`src/rtl/fifo_wr_arb_if.sv`:
```
// Write-side arbitration bus between the requesters, the arbiter and the FIFO.
interface fifo_wr_arb_if #(
   parameter int DSIZE = 8,
   parameter int NREQ  = 4
);
   logic [NREQ-1:0]       req;
   logic [NREQ*DSIZE-1:0] wdata_in;
   logic                  wfull;
   logic [NREQ-1:0]       gnt;
   logic                  winc;
   logic [DSIZE-1:0]      wdata;
   logic                  busy;

   modport master (
      output req, wdata_in, wfull,
      input  gnt, winc, wdata, busy
   );

   modport slave (
      input  req, wdata_in, wfull,
      output gnt, winc, wdata, busy
   );
endinterface

```
`src/rtl/fifo_wr_arb.sv`:
```
// Round-robin burst arbiter in front of a FIFO write port.
//
// state | meaning
// IDLE  | no owner; picks the next requester after last, gnt = 0
// BURST | owner holds the FIFO write port for up to MAX_BURST words
module fifo_wr_arb #(
   parameter int DSIZE     = 8,
   parameter int NREQ      = 4,
   parameter int MAX_BURST = 4
) (
   input  logic          wclk,
   input  logic          wrst,
   fifo_wr_arb_if.slave  bus
);
   localparam int IW = $clog2(NREQ);
   localparam int CW = $clog2(MAX_BURST + 1);

   typedef enum logic {IDLE, BURST} state_t;

   state_t          state, nxt_state;
   logic [NREQ-1:0] gnt_q, nxt_gnt;
   logic [IW-1:0]   owner, nxt_owner;
   logic [IW-1:0]   last, nxt_last;
   logic [CW-1:0]   cnt, nxt_cnt;
   logic [IW-1:0]   pick, idx;
   logic            found;
   logic            busy;
   logic            req_own;
   logic            winc;

   assign busy     = (state == BURST);
   assign req_own  = bus.req[owner];
   // Reset gates the write strobe combinationally so an interrupted burst never writes.
   assign winc     = busy & req_own & ~bus.wfull & ~wrst;
   assign bus.winc = winc;
   assign bus.busy = busy;
   assign bus.gnt  = gnt_q;
   assign bus.wdata = busy ? bus.wdata_in[owner*DSIZE +: DSIZE] : '0;

   // Round-robin search: first set req bit starting just above the previous owner.
   always_comb begin
      pick  = '0;
      idx   = '0;
      found = 1'b0;
      for (int k = 1; k <= NREQ; k++) begin
         idx = IW'((int'(last) + k) % NREQ);
         if (!found && bus.req[idx]) begin
            found = 1'b1;
            pick  = idx;
         end
      end
   end

   // Next-state logic: grant from IDLE, count and terminate bursts in BURST.
   always_comb begin
      nxt_state = state;
      nxt_gnt   = gnt_q;
      nxt_owner = owner;
      nxt_last  = last;
      nxt_cnt   = cnt;
      case (state)
         IDLE: begin
            nxt_gnt = '0;
            if (found) begin
               nxt_state = BURST;
               nxt_gnt   = NREQ'(1) << pick;
               nxt_owner = pick;
               nxt_cnt   = '0;
            end
         end
         BURST: begin
            if (winc) begin
               nxt_cnt = cnt + CW'(1);
            end
            if ((winc && cnt == CW'(MAX_BURST - 1)) || !req_own) begin
               nxt_state = IDLE;
               nxt_gnt   = '0;
               nxt_last  = owner;
               nxt_cnt   = '0;
            end
         end
         default: begin
            nxt_state = IDLE;
            nxt_gnt   = '0;
            nxt_cnt   = '0;
         end
      endcase
   end

   // State register; reset leaves requester 0 with first priority.
   always_ff @(posedge wclk) begin
      if (wrst) begin
         state <= IDLE;
         gnt_q <= '0;
         owner <= '0;
         last  <= IW'(NREQ - 1);
         cnt   <= '0;
      end else begin
         state <= nxt_state;
         gnt_q <= nxt_gnt;
         owner <= nxt_owner;
         last  <= nxt_last;
         cnt   <= nxt_cnt;
      end
   end
endmodule

```
`src/flat_wrapper.sv`:
```
// flat-port wrapper written by rule: the top's interface ports become plain ports
module fifo_wr_arb_flat 
#(
   parameter int DSIZE     = 8,
   parameter int NREQ      = 4,
   parameter int MAX_BURST = 4
)
  (wclk, wrst, bus_req, bus_wdata_in, bus_wfull, bus_gnt, bus_winc, bus_wdata, bus_busy);
  fifo_wr_arb_if #(.DSIZE(DSIZE), .NREQ(NREQ)) bus_i ();
  input  logic wclk;
  input  logic wrst;
  input wire logic [$bits(bus_i.req)-1:0] bus_req;
  input wire logic [$bits(bus_i.wdata_in)-1:0] bus_wdata_in;
  input wire logic [$bits(bus_i.wfull)-1:0] bus_wfull;
  output wire logic [$bits(bus_i.gnt)-1:0] bus_gnt;
  output wire logic [$bits(bus_i.winc)-1:0] bus_winc;
  output wire logic [$bits(bus_i.wdata)-1:0] bus_wdata;
  output wire logic [$bits(bus_i.busy)-1:0] bus_busy;
  assign bus_i.req = bus_req;
  assign bus_i.wdata_in = bus_wdata_in;
  assign bus_i.wfull = bus_wfull;
  assign bus_gnt = bus_i.gnt;
  assign bus_winc = bus_i.winc;
  assign bus_wdata = bus_i.wdata;
  assign bus_busy = bus_i.busy;
  fifo_wr_arb #(.DSIZE(DSIZE), .NREQ(NREQ), .MAX_BURST(MAX_BURST)) u_core (.wclk(wclk), .wrst(wrst), .bus(bus_i));
endmodule
```
`config.mk`:
```
export PLATFORM = sky130hd
export DESIGN_NAME = fifo_wr_arb_flat
export DESIGN_NICKNAME = d
export VERILOG_FILES = /design/src/rtl/fifo_wr_arb_if.sv /design/src/rtl/fifo_wr_arb.sv /design/src/flat_wrapper.sv
export SDC_FILE = /design/constraint.sdc
export NUM_CORES = 1
export LEC_CHECK = 0
export CORE_ASPECT_RATIO = 1.1
export CORE_UTILIZATION = 40
export CTS_CLUSTER_SIZE = 16
export DETAILED_ROUTE_END_ITERATION = 8
export HOLD_SLACK_MARGIN = 0.03
export PLACE_DENSITY = 0.84
export SLEW_MARGIN = 20
export SYNTH_ARGS = -nofsm -noshare
export SYNTH_HDL_FRONTEND = slang
export SYNTH_SLANG_ARGS = --single-unit
```
`constraint.sdc`:
```
create_clock -name wclk -period 3.69 [get_ports wclk]
set_input_delay 0.369 -clock wclk [delete_from_list [all_inputs] [get_ports wclk]]
set_output_delay 0.369 -clock wclk [all_outputs]
set_load 0.01 [all_outputs]
```
# After elaboration in Yosys (flattened, before gate mapping)
# Cells that the tools add are included.
[classes] reduce_logical=12 mux=29 bitwise=6 order_cmp=5 eq_ne=4 shifts=2 add_sub_neg=5
[op_table] op="$shiftx A32 B6 Y8" count=1
[op_table] op="$lt A2 B3 Y1 const B" count=5
[op_table] op="$mux W1" count=11
[op_table] op="$bmux W1 S2" count=5
[op_table] op="$mux W3" count=3
[op_table] op="$mux W2" count=4
[op_table] op="$mux W4" count=2
[op_table] op="$mux W8" count=1
[op_table] op="$pmux W4 S2" count=1
[op_table] op="$pmux W3 S2" count=1
[op_table] op="$reduce_and A2 Y1" count=3
[op_table] op="$add A2 B1 Y2 const B" count=2
[op_table] op="$add A2 B2 Y2 const B" count=2
[op_table] op="$logic_and A1 B1 Y1" count=4
[op_table] op="$logic_not A1 Y1" count=4
[op_table] op="$shl A1 B2 Y4 const A" count=1
[op_table] op="$add A3 B1 Y3 const B" count=1
[op_table] op="$and A1 B1 Y1" count=3
[op_table] op="$eq A3 B2 Y1 const B" count=1
[op_table] op="$ne A3 B3 Y1 const B" count=1
[op_table] op="$not A1 Y1" count=3
[op_table] op="$ne A2 B1 Y1 const B" count=1
[op_table] op="$ne A2 B2 Y1 const B" count=1
[op_table] op="$pmux W1 S2" count=1
[op_table] op="$logic_or A1 B1 Y1" count=1
[word_totals] output_inout_bits=14 register_bits=12 wordCells=68

# Depth between registers and ports, before layout
[depth] ltp_word=16 depth_mapped=5

# Worst setup path before layout
# OpenSTA, ideal clock, no wires.
[synth_path] path_type="register to output" startpoint="register u_core.owner[0]" endpoint="output bus_wdata[0]" t_required_ps=3321 setup_slack_ps=2006 path_stages_with_launch=4 path_buffers=1 arrival_ps=1315 path_cell_list="dfxtp_1 buf_2 mux4_2 and2_1"
[synth_between] elab_chain_len=2
[synth_rtl] element="start, declared" line_no="fifo_wr_arb.sv:22" source="logic [IW-1:0] owner, nxt_owner;"
[synth_rtl] element="start signal, assigned" line_no="fifo_wr_arb.sv:101" source="owner <= nxt_owner;"
[synth_rtl] element="$shiftx A32 B6 Y8" line_no="fifo_wr_arb.sv:38" source="assign bus.wdata = busy ? bus.wdata_in[owner*DSIZE +: DSIZE] : '0;"
[synth_rtl] element="$mux W8" line_no="fifo_wr_arb.sv:38"
[synth_rtl] element="end, declared" line_no="flat_wrapper.sv:17" source="output wire logic [$bits(bus_i.wdata)-1:0] bus_wdata;"
# No other way between the ends.

# Final worst setup path
[layout_path] startpoint="register u_core.owner[0]" endpoint="output bus_wdata[6]"
# The elaborated chain is that of the path after synthesis.

==> run metrics <==
Resized cells post-CTS=0; Synth Area per Inst=9.36 sq um; DIE AREA=0.00239 sq mm; fin cells=173; Hold Path Class=reg -> reg; EDFF count, synth=0; sw frac=28.5%; Pleak=0.000518 uW; Mapped Nets=~140; GP Congestion=between 0.8 and 0.9; mapped cell area=880 sq um; Initial Util=43.1%; area of the multi-input gates=601 sq um; sequential fraction of the synthesis area=between 20% and 30%; initial antenna violation count=0; Routed WL=between 2 and 3 mm; Max Freq=381 MHz; Synth area leader=dfxtp_1; Worst Path Arrival=2250 ps; CTS Buffer Depth=2; total CTS buffers=3; Synth Register Bits=12; sw power=124 uW; Syn. warnings=0; sequential cell area=240 sq um; Clk network pwr share=a little under a quarter; Logic pwr share=between 30% and 40%; Slew headroom=56.0%; first-pass GRT wire length=3.82 mm; post-route ant nets=0; # hold bufs at CTS=0; IO buf count=52; final hold violations=0; Pint=about 310 uW; Avg WL per Cell=14.5 microns; ANT cells=0; Setup crit end kind=output pin; Reg power frac=38.0%; Synth cell types=31; Worst Skew=around 3.7 ps; RSZ-0062 raised after global routing=false; Critical Path RT=3320 ps; clk_lat worst skew=270 ps; HPWL Detailed=2.05 mm; Placed Cells=about 170; Die Y=about 51 microns; ratio of cells with drive above 1 in the final layout=9.66%; Peak VDD IR=~0.26 mV; Chip Width=46.7 microns; min cycle time layout=roughly 2600 ps; DR pass1 iterations=4; initial drt markers=10; vias per inst=5.45; I/O pin cnt=53; Total Routing Usage GR=21.8%; Synth Instances=94; hold slack=roughly 470 ps; CTS tree=built; grt total ovfl=0; # clock sinks=12; routed via count=942; largest cells by area after synthesis=dfxtp_1, mux4_2, and2_1; CP Launch Type=flop; Finish-stage setup viols=0; pwr/cell area=300 mW/mm^2; # DRC=0; Core ar.=about 0.002 sq mm; vias in the first global route=951; area grow syn2layout=65.0%; Worst Tran Pin Value=659 ps; CTS Root Cell=clkbuf_4; largest net degree at the start of global routing=19; htree depth=1; most common cell in the netlist=dfxtp_1; NumNets Final=about 190; fin crit share=a little under three quarters; clock transition at the registers of the reported paths=80 ps; Fillers=173; Row Count=17; Main synth FF type=dfxtp_1; final slew viol count=0; asr flop ratio synth=0%; WS Path Type=reg -> out; top cells by count, synth=dfxtp_1, and2_1, mux4_2, nor2_1; TNS Setup=0 ps; Max Cap Viol=0; critical-path maximum fanout=13; status=finished, final reports clean; Yosys top cell area share=27.3%; post-CTS setup buffer count=0
## through the flow
step	area, sq um	setup slack [ps]	util [%]	power, uW
after global placement	1420	1270	69.3	329
after global routing	1450	915	71.1	464
final	1450	1070	71.1	435
after detailed placement	1420	1220	69.3	334
after CTS	1450	1030	71.1	439
after floorplan	880	2010	-	247
## placed cells by master, fill, tap and decap left out, drive strengths merged, types with 3 or more instances in the layout
cell type	Yosys	final
nand2	5	5
mux4	8	8
nor2	8	8
and2	8	8
a21oi	3	3
inv	5	5
o2bb2ai	4	4
dfxtp	12	12
clkdlybuf4s50	0	52
clkbuf	3	4
mux2i	4	4
nor3	5	5
nand2b	4	4
nand3	3	3
## worst paths after layout
path	startpoint	to	slack [ps]	cells after the start
setup reg to reg	u_core.owner[0]$_SDFFE_PP0P_	u_core.cnt[1]$_SDFFE_PP0P_	1690	4
hold / removal	u_core.bus.gnt[0]$_SDFFE_PP0P_	u_core.bus.gnt[0]$_SDFFE_PP0P_	470	1
hold reg to reg	u_core.bus.gnt[0]$_SDFFE_PP0P_	u_core.bus.gnt[0]$_SDFFE_PP0P_	470	1
setup / recovery	u_core.owner[0]$_SDFFE_PP0P_	bus_wdata[6]	1070	3
## worst max-delay path: stages (launching register included)
cell             delay (ps)
dfxtp_1                 750
mux4_2                  580
and2_1                  170
clkdlybuf4s50_1         490
## flip-flops by register name, summed over array words and instances (netlist names)
| register | count |
|---|---|
| u_core.bus.gnt | 4 |
| u_core.bus.busy | 1 |
| u_core.last | 2 |
| u_core.owner | 2 |
| u_core.cnt | 3 |
## metal layers
layer	wire, microns	track usage [%]
met1	907	22.4
met4	50	9.05
met2	1170	39.1
met5	0	0
met3	372	6.71
## cells by family (layout without fill, tap and decap cells)
group	after synthesis	after routing	share of synthesized area (%)
and+or+nand+nor	41	41	25.6
DFF	12	12	27.3
AOI/OAI and AO/OA	17	17	14.8
adders and majority gates	2	2	2.84
muxes	12	12	25.0
buffers and inverters	10	61	4.41
## final cells by class
cell class	count	share of cell area, %
tap	28	2.41
inverter	5	1.29
timing repair buffer	52	35.9
clock buffer	4	2.50
sequential	12	16.6
multi-input combinational	72	41.4
## power groups by stage
| stage | logic, uW | registers [uW] | clock network [uW] |
|---|---|---|---|
| floorplan | 93.2 | 154 | 0 |
| global placement | 161 | 168 | 0 |
| global route | 179 | 169 | 115 |
| CTS | 166 | 166 | 107 |
| finish | 165 | 165 | 104 |
| detailed placement | 165 | 169 | 0 |
No activity file was read; power rests on OpenSTA's default activity.
